$ cat config.mk
export PLATFORM = sky130hd
export DESIGN_NAME = spi_cmd_decoder_flat
export DESIGN_NICKNAME = d
export VERILOG_FILES = /design/src/rtl/spi_cmd_decoder_if.sv /design/src/rtl/spi_cmd_decoder.sv /design/src/flat_wrapper.sv
export SDC_FILE = /design/constraint.sdc
export NUM_CORES = 1
export LEC_CHECK = 0
export ABC_AREA = 1
export CORE_MARGIN = 4
export CORE_UTILIZATION = 51
export DETAILED_ROUTE_END_ITERATION = 8
export HOLD_SLACK_MARGIN = 0.03
export MAX_ROUTING_LAYER = met4
export PLACE_DENSITY = 0.88
export SYNTH_ARGS = -nofsm -noshare
export SYNTH_HDL_FRONTEND = slang
export SYNTH_SLANG_ARGS = --single-unit
$ cat constraint.sdc
create_clock -name sys_clk -period 5.2 [get_ports sys_clk]
set_clock_uncertainty 0.1 [all_clocks]
set_input_delay 1.04 -clock sys_clk [delete_from_list [all_inputs] [get_ports sys_clk]]
set_output_delay 1.04 -clock sys_clk [all_outputs]
set_load 0.03 [all_outputs]
$ cat src/rtl/spi_cmd_decoder_if.sv
// spi_cmd_decoder_if
// Bus transaction channel between the SPI command decoder (master) and the
// register/memory fabric that executes its reads and writes (slave).
interface spi_cmd_decoder_if;
  logic        bus_req;
  logic        bus_we;
  logic [16:0] bus_addr;
  logic [7:0]  bus_wr_data;
  logic        bus_ack;
  logic [7:0]  bus_rd_data;

  modport master (
    output bus_req,
    output bus_we,
    output bus_addr,
    output bus_wr_data,
    input  bus_ack,
    input  bus_rd_data
  );

  modport slave (
    input  bus_req,
    input  bus_we,
    input  bus_addr,
    input  bus_wr_data,
    output bus_ack,
    output bus_rd_data
  );
endinterface

$ cat src/rtl/spi_cmd_decoder.sv
// spi_cmd_decoder
// Turns a completed SPI frame (up to four bytes plus a byte count) into one
// bus read or write. Frame end is the rising edge of chip select, brought
// into the sys_clk domain through a two-flop synchroniser. Read data is kept
// in tx_byte so the host can shift it out in its next frame. cmd_err is a
// sticky flag for malformed commands and frames that arrive while busy; it
// clears on the next completed transaction.
//
// Build option: define SPI_CMD_AUTOINC_EN to enable the WRITE_NEXT (010) and
// READ_NEXT (011) opcodes, which address last_addr+1. Without it those
// opcodes are rejected as errors and no address history is kept.
module spi_cmd_decoder (
  input  logic              sys_clk,
  input  logic              reset_n,
  input  logic              spi_cs_n,
  input  logic [7:0]        rx0,
  input  logic [7:0]        rx1,
  input  logic [7:0]        rx2,
  input  logic [7:0]        rx3,
  input  logic [2:0]        rx_count,
  output logic              buf_clear,
  spi_cmd_decoder_if.master bus,
  output logic [7:0]        tx_byte,
  output logic              cmd_err
);

  localparam int ADDR_W = 17;
  localparam int DATA_W = 8;

  typedef enum logic [1:0] {
    IDLE   = 2'd0,
    DECODE = 2'd1,
    REQ    = 2'd2,
    DONE   = 2'd3
  } state_t;

  state_t state_q, state_d;

  // chip-select synchroniser and edge detector
  logic       cs_s1, cs_s2, cs_d;
  logic [1:0] sup_cnt;
  logic       frame_end;

  // frame latched at frame end
  logic [2:0]        op_q;
  logic              a16_q;
  logic [DATA_W-1:0] rx1_q, rx2_q, rx3_q;
  logic [2:0]        cnt_q;

  // decode results
  logic              cmd_ok;
  logic              cmd_we;
  logic [ADDR_W-1:0] cmd_addr;
  logic [DATA_W-1:0] cmd_data;

  // registered outputs
  logic              bus_req_q;
  logic              bus_we_q;
  logic [ADDR_W-1:0] bus_addr_q;
  logic [DATA_W-1:0] bus_wr_data_q;
  logic [DATA_W-1:0] tx_byte_q;
  logic              cmd_err_q;
  logic              buf_clear_q;

  logic ack_take;
  logic overrun;
  logic decode_err;

  // rx0[4:1] carry no meaning in any opcode.
  logic unused_rx0;
  assign unused_rx0 = ^rx0[4:1];

`ifdef SPI_CMD_AUTOINC_EN
  logic [ADDR_W-1:0] last_addr_q;

  // Next sequential address, wrapping modulo 2^17.
  function automatic logic [ADDR_W-1:0] addr_inc(input logic [ADDR_W-1:0] a);
    return a + {{(ADDR_W-1){1'b0}}, 1'b1};
  endfunction
`endif

  // Synchronise chip select, remember its previous value and count down the post-reset edge blanking.
  always_ff @(posedge sys_clk or negedge reset_n) begin
    if (!reset_n) begin
      cs_s1   <= 1'b1;
      cs_s2   <= 1'b1;
      cs_d    <= 1'b1;
      sup_cnt <= 2'd2;
    end else begin
      cs_s1 <= spi_cs_n;
      cs_s2 <= cs_s1;
      cs_d  <= cs_s2;
      if (sup_cnt != 2'd0) begin
        sup_cnt <= sup_cnt - 2'd1;
      end
    end
  end

  // Frame end: synchronised chip select goes high, ignored while blanking after reset.
  assign frame_end = cs_s2 & ~cs_d & (sup_cnt == 2'd0);
  assign overrun   = frame_end & (state_q != IDLE);
  assign ack_take  = (state_q == REQ) & bus.bus_ack;

  // ---- stage: frame capture (IDLE -> DECODE) ----
  // Capture the frame fields when a frame end is accepted; holds otherwise.
  always_ff @(posedge sys_clk) begin
    if ((state_q == IDLE) && frame_end) begin
      op_q  <= rx0[7:5];
      a16_q <= rx0[0];
      rx1_q <= rx1;
      rx2_q <= rx2;
      rx3_q <= rx3;
      cnt_q <= rx_count;
    end
  end

  // Decode the captured frame into a bus command and check its byte count.
  always_comb begin
    cmd_ok   = 1'b0;
    cmd_we   = 1'b0;
    cmd_addr = '0;
    cmd_data = '0;
    case (op_q)
      3'b000: begin
        cmd_we   = 1'b1;
        cmd_addr = {a16_q, rx1_q, rx2_q};
        cmd_data = rx3_q;
        cmd_ok   = (cnt_q == 3'd4);
      end
      3'b001: begin
        cmd_addr = {a16_q, rx1_q, rx2_q};
        cmd_ok   = (cnt_q == 3'd3);
      end
`ifdef SPI_CMD_AUTOINC_EN
      3'b010: begin
        cmd_we   = 1'b1;
        cmd_addr = addr_inc(last_addr_q);
        cmd_data = rx1_q;
        cmd_ok   = (cnt_q == 3'd2);
      end
      3'b011: begin
        cmd_addr = addr_inc(last_addr_q);
        cmd_ok   = (cnt_q == 3'd1);
      end
`endif
      default: cmd_ok = 1'b0;
    endcase
  end

  // An empty frame is discarded quietly; anything else that fails decode is an error.
  assign decode_err = (state_q == DECODE) & (cnt_q != 3'd0) & ~cmd_ok;

  // FSM state register.
  always_ff @(posedge sys_clk or negedge reset_n) begin
    if (!reset_n) begin
      state_q <= IDLE;
    end else begin
      state_q <= state_d;
    end
  end

  // FSM next-state logic.
  always_comb begin
    state_d = state_q;
    case (state_q)
      IDLE: begin
        if (frame_end) begin
          state_d = DECODE;
        end
      end
      DECODE: begin
        if ((cnt_q != 3'd0) && cmd_ok) begin
          state_d = REQ;
        end else begin
          state_d = DONE;
        end
      end
      REQ: begin
        if (bus.bus_ack) begin
          state_d = DONE;
        end
      end
      DONE: state_d = IDLE;
      default: state_d = IDLE;
    endcase
  end

  // ---- stage: bus request (DECODE -> REQ -> DONE) ----
  // Registered outputs: request/clear follow the next state, command fields load on entry to REQ.
  always_ff @(posedge sys_clk or negedge reset_n) begin
    if (!reset_n) begin
      bus_req_q     <= 1'b0;
      bus_we_q      <= 1'b0;
      bus_addr_q    <= '0;
      bus_wr_data_q <= '0;
      tx_byte_q     <= '0;
      cmd_err_q     <= 1'b0;
      buf_clear_q   <= 1'b0;
    end else begin
      bus_req_q   <= (state_d == REQ);
      buf_clear_q <= (state_d == DONE);
      if ((state_q == DECODE) && (state_d == REQ)) begin
        bus_we_q      <= cmd_we;
        bus_addr_q    <= cmd_addr;
        bus_wr_data_q <= cmd_data;
      end
      if (ack_take && !bus_we_q) begin
        tx_byte_q <= bus.bus_rd_data;
      end
      // A new error outranks the clear from a coincident ack.
      if (overrun || decode_err) begin
        cmd_err_q <= 1'b1;
      end else if (ack_take) begin
        cmd_err_q <= 1'b0;
      end
    end
  end

`ifdef SPI_CMD_AUTOINC_EN
  // Remember the address of the last completed transaction for the *_NEXT opcodes.
  always_ff @(posedge sys_clk or negedge reset_n) begin
    if (!reset_n) begin
      last_addr_q <= '0;
    end else if (ack_take) begin
      last_addr_q <= bus_addr_q;
    end
  end
`endif

  assign bus.bus_req     = bus_req_q;
  assign bus.bus_we      = bus_we_q;
  assign bus.bus_addr    = bus_addr_q;
  assign bus.bus_wr_data = bus_wr_data_q;
  assign tx_byte         = tx_byte_q;
  assign cmd_err         = cmd_err_q;
  assign buf_clear       = buf_clear_q;

endmodule

$ cat src/flat_wrapper.sv
// flat-port wrapper written by rule: the top's interface ports become plain ports
module spi_cmd_decoder_flat 
  (sys_clk, reset_n, spi_cs_n, rx0, rx1, rx2, rx3, rx_count, buf_clear, tx_byte, cmd_err, bus_bus_req, bus_bus_we, bus_bus_addr, bus_bus_wr_data, bus_bus_ack, bus_bus_rd_data);
  spi_cmd_decoder_if bus_i ();
  input  logic sys_clk;
  input  logic reset_n;
  input  logic spi_cs_n;
  input  logic [7:0] rx0;
  input  logic [7:0] rx1;
  input  logic [7:0] rx2;
  input  logic [7:0] rx3;
  input  logic [2:0] rx_count;
  output logic buf_clear;
  output logic [7:0] tx_byte;
  output logic cmd_err;
  output wire logic [$bits(bus_i.bus_req)-1:0] bus_bus_req;
  output wire logic [$bits(bus_i.bus_we)-1:0] bus_bus_we;
  output wire logic [$bits(bus_i.bus_addr)-1:0] bus_bus_addr;
  output wire logic [$bits(bus_i.bus_wr_data)-1:0] bus_bus_wr_data;
  input wire logic [$bits(bus_i.bus_ack)-1:0] bus_bus_ack;
  input wire logic [$bits(bus_i.bus_rd_data)-1:0] bus_bus_rd_data;
  assign bus_bus_req = bus_i.bus_req;
  assign bus_bus_we = bus_i.bus_we;
  assign bus_bus_addr = bus_i.bus_addr;
  assign bus_bus_wr_data = bus_i.bus_wr_data;
  assign bus_i.bus_ack = bus_bus_ack;
  assign bus_i.bus_rd_data = bus_bus_rd_data;
  spi_cmd_decoder u_core (.sys_clk(sys_clk), .reset_n(reset_n), .spi_cs_n(spi_cs_n), .rx0(rx0), .rx1(rx1), .rx2(rx2), .rx3(rx3), .rx_count(rx_count), .buf_clear(buf_clear), .bus(bus_i), .tx_byte(tx_byte), .cmd_err(cmd_err));
endmodule
# --- After elaboration in Yosys (flattened, before gate mapping) ---
# Cells that the tools add are included.
classes:
  addsub: 1
  eq_ne: 8
  muxes: 10
  bitwise: 8
  n_reduce_logical: 14
op_table:
  columns: ["cell", "n"]
  rows:
  - ["$mux 17", 1]
  - ["$eq 2x2->1 const B", 4]
  - ["$mux 8", 1]
  - ["$pmux 2 s4", 1]
  - ["$and 1x1->1", 6]
  - ["$reduce_bool 2->1", 3]
  - ["$logic_and 1x1->1", 4]
  - ["$logic_not 2->1", 2]
  - ["$mux 1", 4]
  - ["$mux 2", 2]
  - ["$eq 3x1->1 const B", 1]
  - ["$eq 3x2->1 const B", 1]
  - ["$eq 3x3->1 const B", 1]
  - ["$logic_not 3->1", 1]
  - ["$reduce_bool 3->1", 1]
  - ["$eq 2x1->1 const B", 1]
  - ["$not 1->1", 2]
  - ["$pmux 1 s2", 1]
  - ["$reduce_or 2->1", 1]
  - ["$sub 2x1->2 const B", 1]
  - ["$logic_not 1->1", 1]
  - ["$logic_or 1x1->1", 1]
totals:
  regBits: 75
  out_inout_bits: 37
  elab_cells: 59

# --- Longest topological paths before layout ---
# Gate-level depths: netlist (run 1).
depth:
  word_depth: 7
  ltp_mapped: 12

# --- Worst setup path after synthesis (run 1) ---
# OpenSTA, ideal clock, no wires.
synth_path:
  path_kind: "flip-flop to flip-flop"
  startpoint: "register u_core.sup_cnt[0]"
  endpoint: "register u_core.a16_q (enable)"
  t_arrival_ps: 2072
  required_time_ps: 4681
  setup_slack_ps: 2609
  stages_incl_launch_ff: 5
  n_path_buf: 0
  period_less_slack_ps: 2591
  cell_sequence: "dfrtp_1 > inv_1 > ha_1 > nand3b_1 > nor2_1"
synth_via:
  elab_chain_cells: 3
synth_lines:
  columns: ["element", "line", "text"]
  rows:
  - ["start, declared", "spi_cmd_decoder.sv:41", "logic [1:0] sup_cnt;"]
  - ["start signal, assigned", "spi_cmd_decoder.sv:94", "sup_cnt <= sup_cnt - 2'd1;"]
  - ["$logic_not 2->1", "spi_cmd_decoder.sv:100", "assign frame_end = cs_s2 & ~cs_d & (sup_cnt == 2'd0);"]
  - ["$and 1x1->1", "spi_cmd_decoder.sv:100", null]
  - ["$logic_and 1x1->1", "spi_cmd_decoder.sv:107", "if ((state_q == IDLE) && frame_end) begin"]
  - ["end signal, assigned", "spi_cmd_decoder.sv:109", "a16_q <= rx0[0];"]
  - ["end, declared", "spi_cmd_decoder.sv:46", "logic a16_q;"]
# No other way between the ends.
# A chain may end at the register's enable or synchronous reset.

# --- Worst setup path in the final report (run 1) ---
layout_path:
  startpoint: "input port bus_bus_ack"
  endpoint: "register u_core.bus_addr_q[3], in the netlist u_core.bus.bus_addr[3]"
layout_via:
  elab_chain_cells: 4
layout_lines:
  columns: ["element", "line", "text"]
  rows:
  - ["start, declared", "flat_wrapper.sv:20", "input wire logic [$bits(bus_i.bus_ack)-1:0] bus_bus_ack;"]
  - ["$mux 2", "spi_cmd_decoder.sv:179", "if (bus.bus_ack) begin"]
  - ["$pmux 2 s4", "spi_cmd_decoder.sv:165", "case (state_q)"]
  - ["$eq 2x2->1", "spi_cmd_decoder.sv:202", "if ((state_q == DECODE) && (state_d == REQ)) begin"]
  - ["$logic_and 1x1->1", "spi_cmd_decoder.sv:202", null]
  - ["end signal, assigned", "spi_cmd_decoder.sv:204", "bus_addr_q <= cmd_addr;"]
  - ["end, declared", "spi_cmd_decoder.sv:59", "logic [ADDR_W-1:0] bus_addr_q;"]
# No other way between the ends.

==> results.sh, run 1 <==
export IMPL_outcome="completed"
export IMPL_end_kind="flop"
export IMPL_synth_mux_area_frac=0.0298
export IMPL_cts_tree="done"
export IMPL_ff2ff_path_depth=8
export IMPL_port_buffers=79
export IMPL_syn_cell_area_mm2=0.00302
export IMPL_cts_buffers=9
export IMPL_gp_congestion=0.754
export IMPL_synth_commonest_cells="nand2_1 (63), dfrtp_1 (40), inv_1 (36)"
export IMPL_die_area_mm2=0.00722
export IMPL_min_period_ns=2.61
export IMPL_drt_iter0_drc=79
export IMPL_power_density_mw_per_mm2=575
export IMPL_core_area_mm2=0.00564
export IMPL_synth_area_top_cells="dfrtp_1 (33%), edfxtp_1 (31%), nand2_1 (7.8%)"
export IMPL_hp_start="u_core.cs_s1"
export IMPL_slew_viol_final=0
export IMPL_reg2reg_from="u_core.state_q[1]"
export IMPL_avgSynthCellArea_um2=11.2
export IMPL_hold_depth=0
export IMPL_wl_um=6090
export IMPL_dp_hpwl_um=4180
export IMPL_ys_seq_area_frac=0.674
export IMPL_final_setup_tns_ns=0
export IMPL_ys_ff_latch=75
export IMPL_path_clk_slew_ns=0.07
export IMPL_first_pass_iters=4
export IMPL_synthSimpleGateAreaFrac=0.192
export IMPL_antenna_found_initial=0
export IMPL_drive_gt1_frac=0.0986
export IMPL_synth_top_flop_cell="dfrtp_1"
export IMPL_min_period_over_period=0.503
export IMPL_worstPathRequired_ns=5.33
export IMPL_crit_arrival_ns=2.74
export IMPL_clock_path_buffers=2
export IMPL_ctsResizeCount=0
export IMPL_synth_xor_area_frac=0.00290
export IMPL_routed_via_density=5.00
export IMPL_root_buffer="clkbuf_8"
export IMPL_syn_nets=322
export IMPL_area_growth_pct=33.5
export IMPL_p_leak_nw=1.84
export IMPL_yosysUniqueCellTypes=23
export IMPL_initial_core_util=0.536
export IMPL_drv_cap=0
export IMPL_hold_path_class="reg -> reg"
export IMPL_wl_per_cell_um=14.3
export IMPL_slew_limit_headroom=0.243
export IMPL_antenna_cells=0
export IMPL_synth_top_area_frac=0.331
export IMPL_r2r_setup_slack_ns=2.64
export IMPL_grt_pass1_vias=2143
export IMPL_synth_top_family_by_area="simple AND/OR/NAND/NOR gates"
export IMPL_dp_cells=411
export IMPL_synth_top_cell_by_area="dfrtp_1"
export IMPL_io_pin_count=84
export IMPL_insertion_delay_ns=0.35
export IMPL_grt_max_degree=45
export IMPL_synth_warnings=0
export IMPL_worstSetupPathType="in -> reg"
export IMPL_synth_compound_area_frac=0.00662
export IMPL_worstMarginPinSlew_ns=1.14
export IMPL_finalHoldViolations=0
export IMPL_num_rows=27
export IMPL_nets=401
export IMPL_cp_max_fo=29
export IMPL_grt_pass1_wl_um=9870
export IMPL_fp_dieH_um=85.0
export IMPL_ir_worst_vdd_mv=0.332
export IMPL_rsz0062_at_grt="no"
export IMPL_overflow=0
export IMPL_detail_route_antenna_nets=0
export IMPL_h_tree_depth=3
export IMPL_netlist_instances=271
export IMPL_cts_hold_buf=0
export IMPL_timing_rr_end="u_core.bus.bus_addr[3]"
export IMPL_yosysMostFrequentCell="nand2_1"
export IMPL_drc=0
export IMPL_stdcell_count=427
export IMPL_grtUsageTotal=0.184
export IMPL_die_x_um=85.0
export IMPL_async_reset_ff_frac=0.587
export IMPL_min_to="u_core.cs_s2"
export IMPL_synth_fa_ha_area_frac=0.0166
export IMPL_num_vias=2135
export IMPL_cts_setup_buffers=0
export IMPL_utilization=0.715
export IMPL_fmax_mhz=383
export IMPL_finalSetupViolations=0
export IMPL_synth_edf_count=31
export IMPL_cts_sinks=75
export IMPL_fill_cells=411
export IMPL_worstSetupStartpointType="input port"
[kinds of logic (layout without fill, tap and decap cells)]
kind of cell / count (synthesis) / in the layout
adders and majority gates: 4 / 4
and+or+nand+nor: 129 / 129
buffers and inverters: 51 / 135
muxes: 8 / 8
DFF: 75 / 75
xor gates and xnor gates: 1 / 1
AOI/OAI and AO/OA: 3 / 3
[worst max-delay path, stage by stage]
cell             delay, ns
clkdlybuf4s50_1       0.44
o21a_1                0.18
nor2_1                0.12
nand2_2               0.09
nand2_4               0.28
nand3_4               0.34
nand2_1               0.18
nand2_1               0.07
[flip-flops by register name, summed over array words and instances (netlist names), 2 cells and up]
register                cells
u_core.state_q              2
u_core.rx3_q                8
u_core.rx2_q                8
u_core.cnt_q                3
u_core.sup_cnt              2
u_core.op_q                 3
u_core.rx1_q                8
u_core.tx_byte              8
u_core.bus.bus_wr_data      8
u_core.bus.bus_addr        17
[placed cells by master, fill, tap and decap left out, drive strengths merged, types with 3 or more instances in the layout]
master          n
inv            39
mux2            8
clkdlybuf4s50  78
nor2           34
edfxtp         31
nand3           3
dfstp           4
nand4          26
nand2          65
clkbuf         11
dfrtp          40
ha              4
[worst max path at each step]
| stage | cells past startpoint | start | endpoint | slack (ns) |
|---|---|---|---|---|
| 3_3_place_gp | 8 | bus_bus_ack | u_core.bus.bus_addr[12] | 2.32 |
| 2_1_floorplan | 4 | u_core.sup_cnt[0] | u_core.a16_q | 2.61 |
| 5_1_grt | 8 | u_core.state_q[1] | u_core.bus.bus_addr[14] | 2.46 |
| 4_1_cts | 8 | bus_bus_ack | u_core.bus.bus_addr[3] | 2.59 |
| 6_report | 8 | bus_bus_ack | u_core.bus.bus_addr[3] | 2.59 |
| 3_5_place_dp | 8 | bus_bus_ack | u_core.bus.bus_addr[3] | 2.23 |
[metrics by stage]
step / power (W) / cell area (µm²) / hold WS (ns) / worst slack, ns
6_report: 0.00232 / 4040 / 0.257 / 2.59
5_1_grt: 0.00243 / 4040 / 0.263 / 2.46
4_1_cts: 0.00233 / 4040 / 0.258 / 2.59
3_5_place_dp: 0.00185 / 3820 / 0.247 / 2.23
3_3_place_gp: 0.00181 / 3820 / 0.247 / 2.32
2_1_floorplan: 0.00152 / 3020 / 0.245 / 2.61
[per-layer routing]
| metal | wire length, µm | track usage |
|---|---|---|
| met5 | 0 | - |
| met4 | 155 | 0.101 |
| met3 | 369 | 0.0408 |
| met2 | 3240 | 0.330 |
| met1 | 2330 | 0.182 |
[power by group]
part / internal (W) / switching [W]
logic: 0.000345 / 0.000637
clock network: 0.000281 / 0.000205
registers: 0.000776 / 0.0000765
total: 0.00140 / 0.000918
[final cells by class]
cell class              count  area, µm²  share of cell area
multi-input cells         145        751               0.186
inverters                  39        146              0.0363
repair buffers             80        793               0.197
clock inverters             5       76.3              0.0189
well taps                  72       90.1              0.0223
clock buffers              11        141              0.0350
flip-flops and latches     75       2040               0.505
No activity file was read; power rests on OpenSTA's default activity.
==> run 2, diff against run 1 <==
- CORE_UTILIZATION: 51 -> 47
- PLACE_DENSITY: 0.88 -> 0.83
- clock period: 5.2 -> 2.7 ns (I/O delays scaled with it)
==> run 2 against run 1 <==
  * Critical path depth decreased by 7
  * Clock power grew 62%
  * First-iteration DRC count decreased by 37%
  * Critical path type is now reg -> out
  * Highest routed layer unchanged
==> results.sh, run 2 (synthesis results as in run 1) <==
export IMPL_antenna_cells=0
export IMPL_cts_hold_buf=0
export IMPL_outcome="completed"
export IMPL_fmax_mhz=488
export IMPL_worstPathRequired_ns=2.06
export IMPL_finalHoldViolations=0
export IMPL_die_x_um=88.2
export IMPL_worstMarginPinSlew_ns=0.963
export IMPL_stdcell_count=434
export IMPL_worstSetupPathType="reg -> out"
export IMPL_area_growth_pct=33.3
export IMPL_ctsResizeCount=0
export IMPL_insertion_delay_ns=0.34
export IMPL_crit_chain="clkdlybuf4s50_1"
export IMPL_h_tree_depth=3
export IMPL_detail_route_antenna_nets=0
export IMPL_initial_core_util=0.496
export IMPL_cp_num_buf_inv=1
export IMPL_nets=405
export IMPL_wl_um=5950
export IMPL_ir_worst_vdd_mv=0.712
export IMPL_gp_congestion=0.693
export IMPL_worstSetupStartpointType="flop"
export IMPL_fp_dieH_um=88.2
export IMPL_grt_max_degree=45
export IMPL_drv_cap=0
export IMPL_placed_area_mm2=0.00385
export IMPL_grtUsageTotal=0.172
export IMPL_min_period_over_period=0.759
export IMPL_wl_per_cell_um=13.7
export IMPL_io_pin_count=84
export IMPL_final_common_cell="clkdlybuf4s50_1"
export IMPL_die_area_mm2=0.00778
export IMPL_root_buffer="clkbuf_8"
export IMPL_dp_cells=418
export IMPL_final_area_mm2=0.00403
export IMPL_crit_arrival_ns=1.41
export IMPL_routed_via_density=4.83
export IMPL_core_area_mm2=0.00610
export IMPL_end_kind="output pin"
export IMPL_cts_sinks=75
export IMPL_cts_setup_buffers=0
export IMPL_path_clk_slew_ns=0.07
export IMPL_cts_tree="done"
export IMPL_crit_family="buffers and inverters"
export IMPL_hold_path_class="in -> async"
export IMPL_layout_common_cells="clkdlybuf4s50_1 (78), nand2_1 (63), dfrtp_1 (40), inv_1 (36), nor2_1 (33)"
export IMPL_drt_iter0_drc=50
export IMPL_final_setup_tns_ns=0
export IMPL_min_period_ns=2.05
export IMPL_cts_buffers=9
export IMPL_cp_max_fo=3
export IMPL_overflow=0
export IMPL_p_total_w=0.00434
export IMPL_drive_gt1_frac=0.100
export IMPL_dp_hpwl_um=4260
export IMPL_num_rows=28
export IMPL_num_vias=2096
export IMPL_finalSetupViolations=0
export IMPL_grt_pass1_vias=2129
export IMPL_p_leak_nw=1.84
export IMPL_first_pass_iters=4
export IMPL_drc=0
export IMPL_antenna_found_initial=0
export IMPL_slew_limit_headroom=0.358
export IMPL_worst_path_max_delay_cell="clkdlybuf4s50_1"
export IMPL_grt_pass1_wl_um=9660
export IMPL_largest_reg_flops=17
export IMPL_slew_viol_final=0
export IMPL_port_buffers=79
export IMPL_power_density_mw_per_mm2=1080
export IMPL_rsz0062_at_grt="no"
export IMPL_slowest_delay_ns=0.70
export IMPL_clock_path_buffers=2
## run 2: cell count changes in the layout (fill, tap and decap cells not counted), sizes merged
cell / change
clkbuf: +1
bufinv: -1
clkinv: +1
clkinvlp: -1
buf: +4
## run 2: final timing paths
check / startpoint / to / slack [ns] / cells after the start
worst max-delay path: u_core.bus.bus_we / bus_bus_we / 0.65 / 1
worst min-delay path: reset_n / u_core.bus.bus_addr[5] / 0.25 / 1
worst max register to register: u_core.sup_cnt[1] / u_core.bus.bus_wr_data[5] / 0.78 / 8
worst min register to register: u_core.cs_s1 / u_core.cs_s2 / 0.26 / 0
max in group asynchronous: reset_n / u_core.tx_byte[2] / 1.66 / 1
min in group sys_clk: u_core.cs_s1 / u_core.cs_s2 / 0.26 / 0
## run 2: cell type report
class                           instances  area (µm²)
Fill cell                             478        2070
Sequential cell                        75        2040
Timing Repair Buffer                   84         823
Multi-Input combinational cell        145         751
Inverter                               39         146
Clock buffer                           12         135
Tap cell                               75        93.8
Clock inverter                          4        42.5
## run 2: where the power goes
part	total, W	internal, W	switching, W	leakage, nW
sequential	0.00164	0.00149	0.000144	0.845
combinational	0.00192	0.000705	0.00121	0.905
clock	0.000789	0.000420	0.000368	0.0894
## run 2: metrics by stage
stage / setup slack [ns] / hold WS, ns / util
detailed placement: 0.623 / 0.248 / 0.632
finish: 0.651 / 0.253 / 0.661
floorplan: 0.109 / 0.144 / -
global placement: 0.630 / 0.246 / 0.632
CTS: 0.621 / 0.259 / 0.661
global route: 0.602 / 0.271 / 0.661
## run 2: per-layer routing
layer,global-route usage,wire [µm],up-vias,share of wire
li1,-,-,1034,-
met1,0.179,2340,988,0.39
met2,0.307,3150,62,0.53
met3,0.0301,319,12,0.054
met4,0.0907,140,0,0.024
met5,-,0,-,0
==> run 3, diff against run 2 <==
- clock period: 2.7 -> 2.1 ns (I/O delays scaled with it)
==> run 3 against run 2 <==
  * Final cell count is 0.92% higher
  * Final area is 1.4% higher
  * Sequential power is 28% higher
  * Largest power group unchanged
  * Highest routed layer unchanged
==> results.sh, run 3 (synthesis results as in run 1) <==
export IMPL_insertion_delay_ns=0.34
export IMPL_cts_setup_buffers=0
export IMPL_power_density_mw_per_mm2=1380
export IMPL_die_x_um=88.2
export IMPL_hold_depth=0
export IMPL_fp_dieH_um=88.2
export IMPL_final_common_cell="clkdlybuf4s50_1"
export IMPL_p_comb_frac=0.440
export IMPL_worst_path_max_delay_cell="clkdlybuf4s50_1"
export IMPL_initial_core_util=0.496
export IMPL_drc=0
export IMPL_r2r_setup_slack_ns=0.21
export IMPL_dp_hpwl_um=4160
export IMPL_fill_cells=503
export IMPL_fmax_mhz=519
export IMPL_min_to="u_core.cs_s2"
export IMPL_crit_cells=1
export IMPL_power_frac_seq=0.373
export IMPL_cp_num_buf_inv=1
export IMPL_wl_um=5700
export IMPL_reg2reg_from="u_core.sup_cnt[1]"
export IMPL_num_rows=28
export IMPL_drv_cap=0
export IMPL_path_clk_slew_ns=0.07
export IMPL_timing_rr_end="u_core.bus.bus_addr[14]"
export IMPL_clock_path_buffers=2
export IMPL_p_switching_w=0.00220
export IMPL_largest_reg_flops=17
export IMPL_slew_viol_final=0
export IMPL_crit_family="buffers and inverters"
export IMPL_swShare=0.390
export IMPL_end_kind="output pin"
export IMPL_root_buffer="clkbuf_8"
export IMPL_worstSetupPathType="reg -> out"
export IMPL_hp_start="u_core.cs_s1"
export IMPL_cp_max_fo=3
export IMPL_slowest_delay_ns=0.69
export IMPL_cts_sinks=75
export IMPL_port_buffers=79
export IMPL_antenna_found_initial=0
export IMPL_drive_gt1_frac=0.110
export IMPL_worstMarginPinSlew_ns=0.478
export IMPL_crit_chain="clkdlybuf4s50_1"
export IMPL_slew_limit_headroom=0.682
export IMPL_nets=409
export IMPL_h_tree_depth=3
export IMPL_cts_hold_buf=1
export IMPL_layout_common_cells="clkdlybuf4s50_1 (78), nand2_1 (63), dfrtp_1 (40), inv_1 (36), nor2_1 (33)"
export IMPL_crit_arrival_ns=1.41
export IMPL_grt_pass1_vias=2006
export IMPL_min_period_over_period=0.917
export IMPL_hold_path_class="reg -> reg"
export IMPL_antenna_cells=0
export IMPL_grtUsageTotal=0.162
export IMPL_finalSetupViolations=0
export IMPL_first_pass_iters=4
export IMPL_cts_tree="done"
export IMPL_p_leak_nw=1.87
export IMPL_drt_iter0_drc=70
export IMPL_detail_route_antenna_nets=0
export IMPL_ff2ff_path_depth=8
export IMPL_worstSetupStartpointType="flop"
export IMPL_rsz0062_at_grt="no"
export IMPL_p_int_w=0.00344
export IMPL_final_setup_tns_ns=0
export IMPL_area_growth_pct=35.1
export IMPL_ctsResizeCount=0
export IMPL_worstPathRequired_ns=1.58
export IMPL_min_period_ns=1.93
export IMPL_io_pin_count=84
export IMPL_routed_via_density=4.76
export IMPL_num_vias=2085
export IMPL_die_area_mm2=0.00778
export IMPL_outcome="completed"
export IMPL_gp_congestion=0.756
export IMPL_cts_buffers=9
export IMPL_overflow=0
export IMPL_grt_max_degree=29
export IMPL_ir_worst_vdd_mv=0.973
export IMPL_clock_power_share=0.188
export IMPL_grt_pass1_wl_um=8970
export IMPL_wl_per_cell_um=13.0
export IMPL_core_area_mm2=0.00610
export IMPL_crit_start="u_core.bus.bus_we"
export IMPL_dp_cells=421
export IMPL_stdcell_count=438
export IMPL_finalHoldViolations=0
run 3: cell count changes in the layout (fill, tap and decap cells not counted), sizes merged:
cell and delta:
buf +3, clkbuf +1, clkinv -1, dlygate4sd3 +1
run 3: power by group through the flow:
stage	combinational [W]	sequential, W	clock, W
floorplan	0.00107	0.00271	0
global placement	0.00244	0.00212	0
detailed placement	0.00250	0.00214	0
CTS	0.00251	0.00211	0.00108
global route	0.00268	0.00214	0.00116
finish	0.00248	0.00210	0.00106
run 3: worst max-delay path by stage:
| stage | slack (ns) | end |
|---|---|---|
| after floorplan | 0.01 | u_core.a16_q |
| after global placement | 0.16 | u_core.bus.bus_addr[14] |
| after detailed placement | 0.14 | u_core.bus.bus_addr[12] |
| after CTS | 0.15 | bus_bus_addr[8] |
| after global routing | 0.05 | u_core.bus.bus_addr[13] |
| final | 0.17 | bus_bus_we |
run 3: routing by layer:
layer / wire, µm / track usage
met1: 2310 / 0.170
met2: 2860 / 0.274
met3: 364 / 0.0480
met4: 167 / 0.0865
met5: 0 / -
run 3: final cells by class:
class	count	area (µm²)	area share
multi-input combinational	145	751	0.184
clock inverter	3	38.8	0.00950
inverter	39	146	0.0358
tap	75	93.8	0.0230
sequential	75	2040	0.499
timing repair buffer	88	868	0.213
clock buffer	13	149	0.0365
run 3: per-stage QoR:
stage / hold slack [ns] / worst slack [ns] / util / power (W) / area [µm²]
2_1_floorplan: 0.0244 / 0.0113 / - / 0.00377 / 3030
4_1_cts: 0.258 / 0.155 / 0.670 / 0.00570 / 4080
6_report: 0.258 / 0.173 / 0.670 / 0.00565 / 4080
3_3_place_gp: 0.248 / 0.158 / 0.638 / 0.00456 / 3890
3_5_place_dp: 0.248 / 0.136 / 0.638 / 0.00464 / 3890
5_1_grt: 0.271 / 0.0492 / 0.670 / 0.00598 / 4080
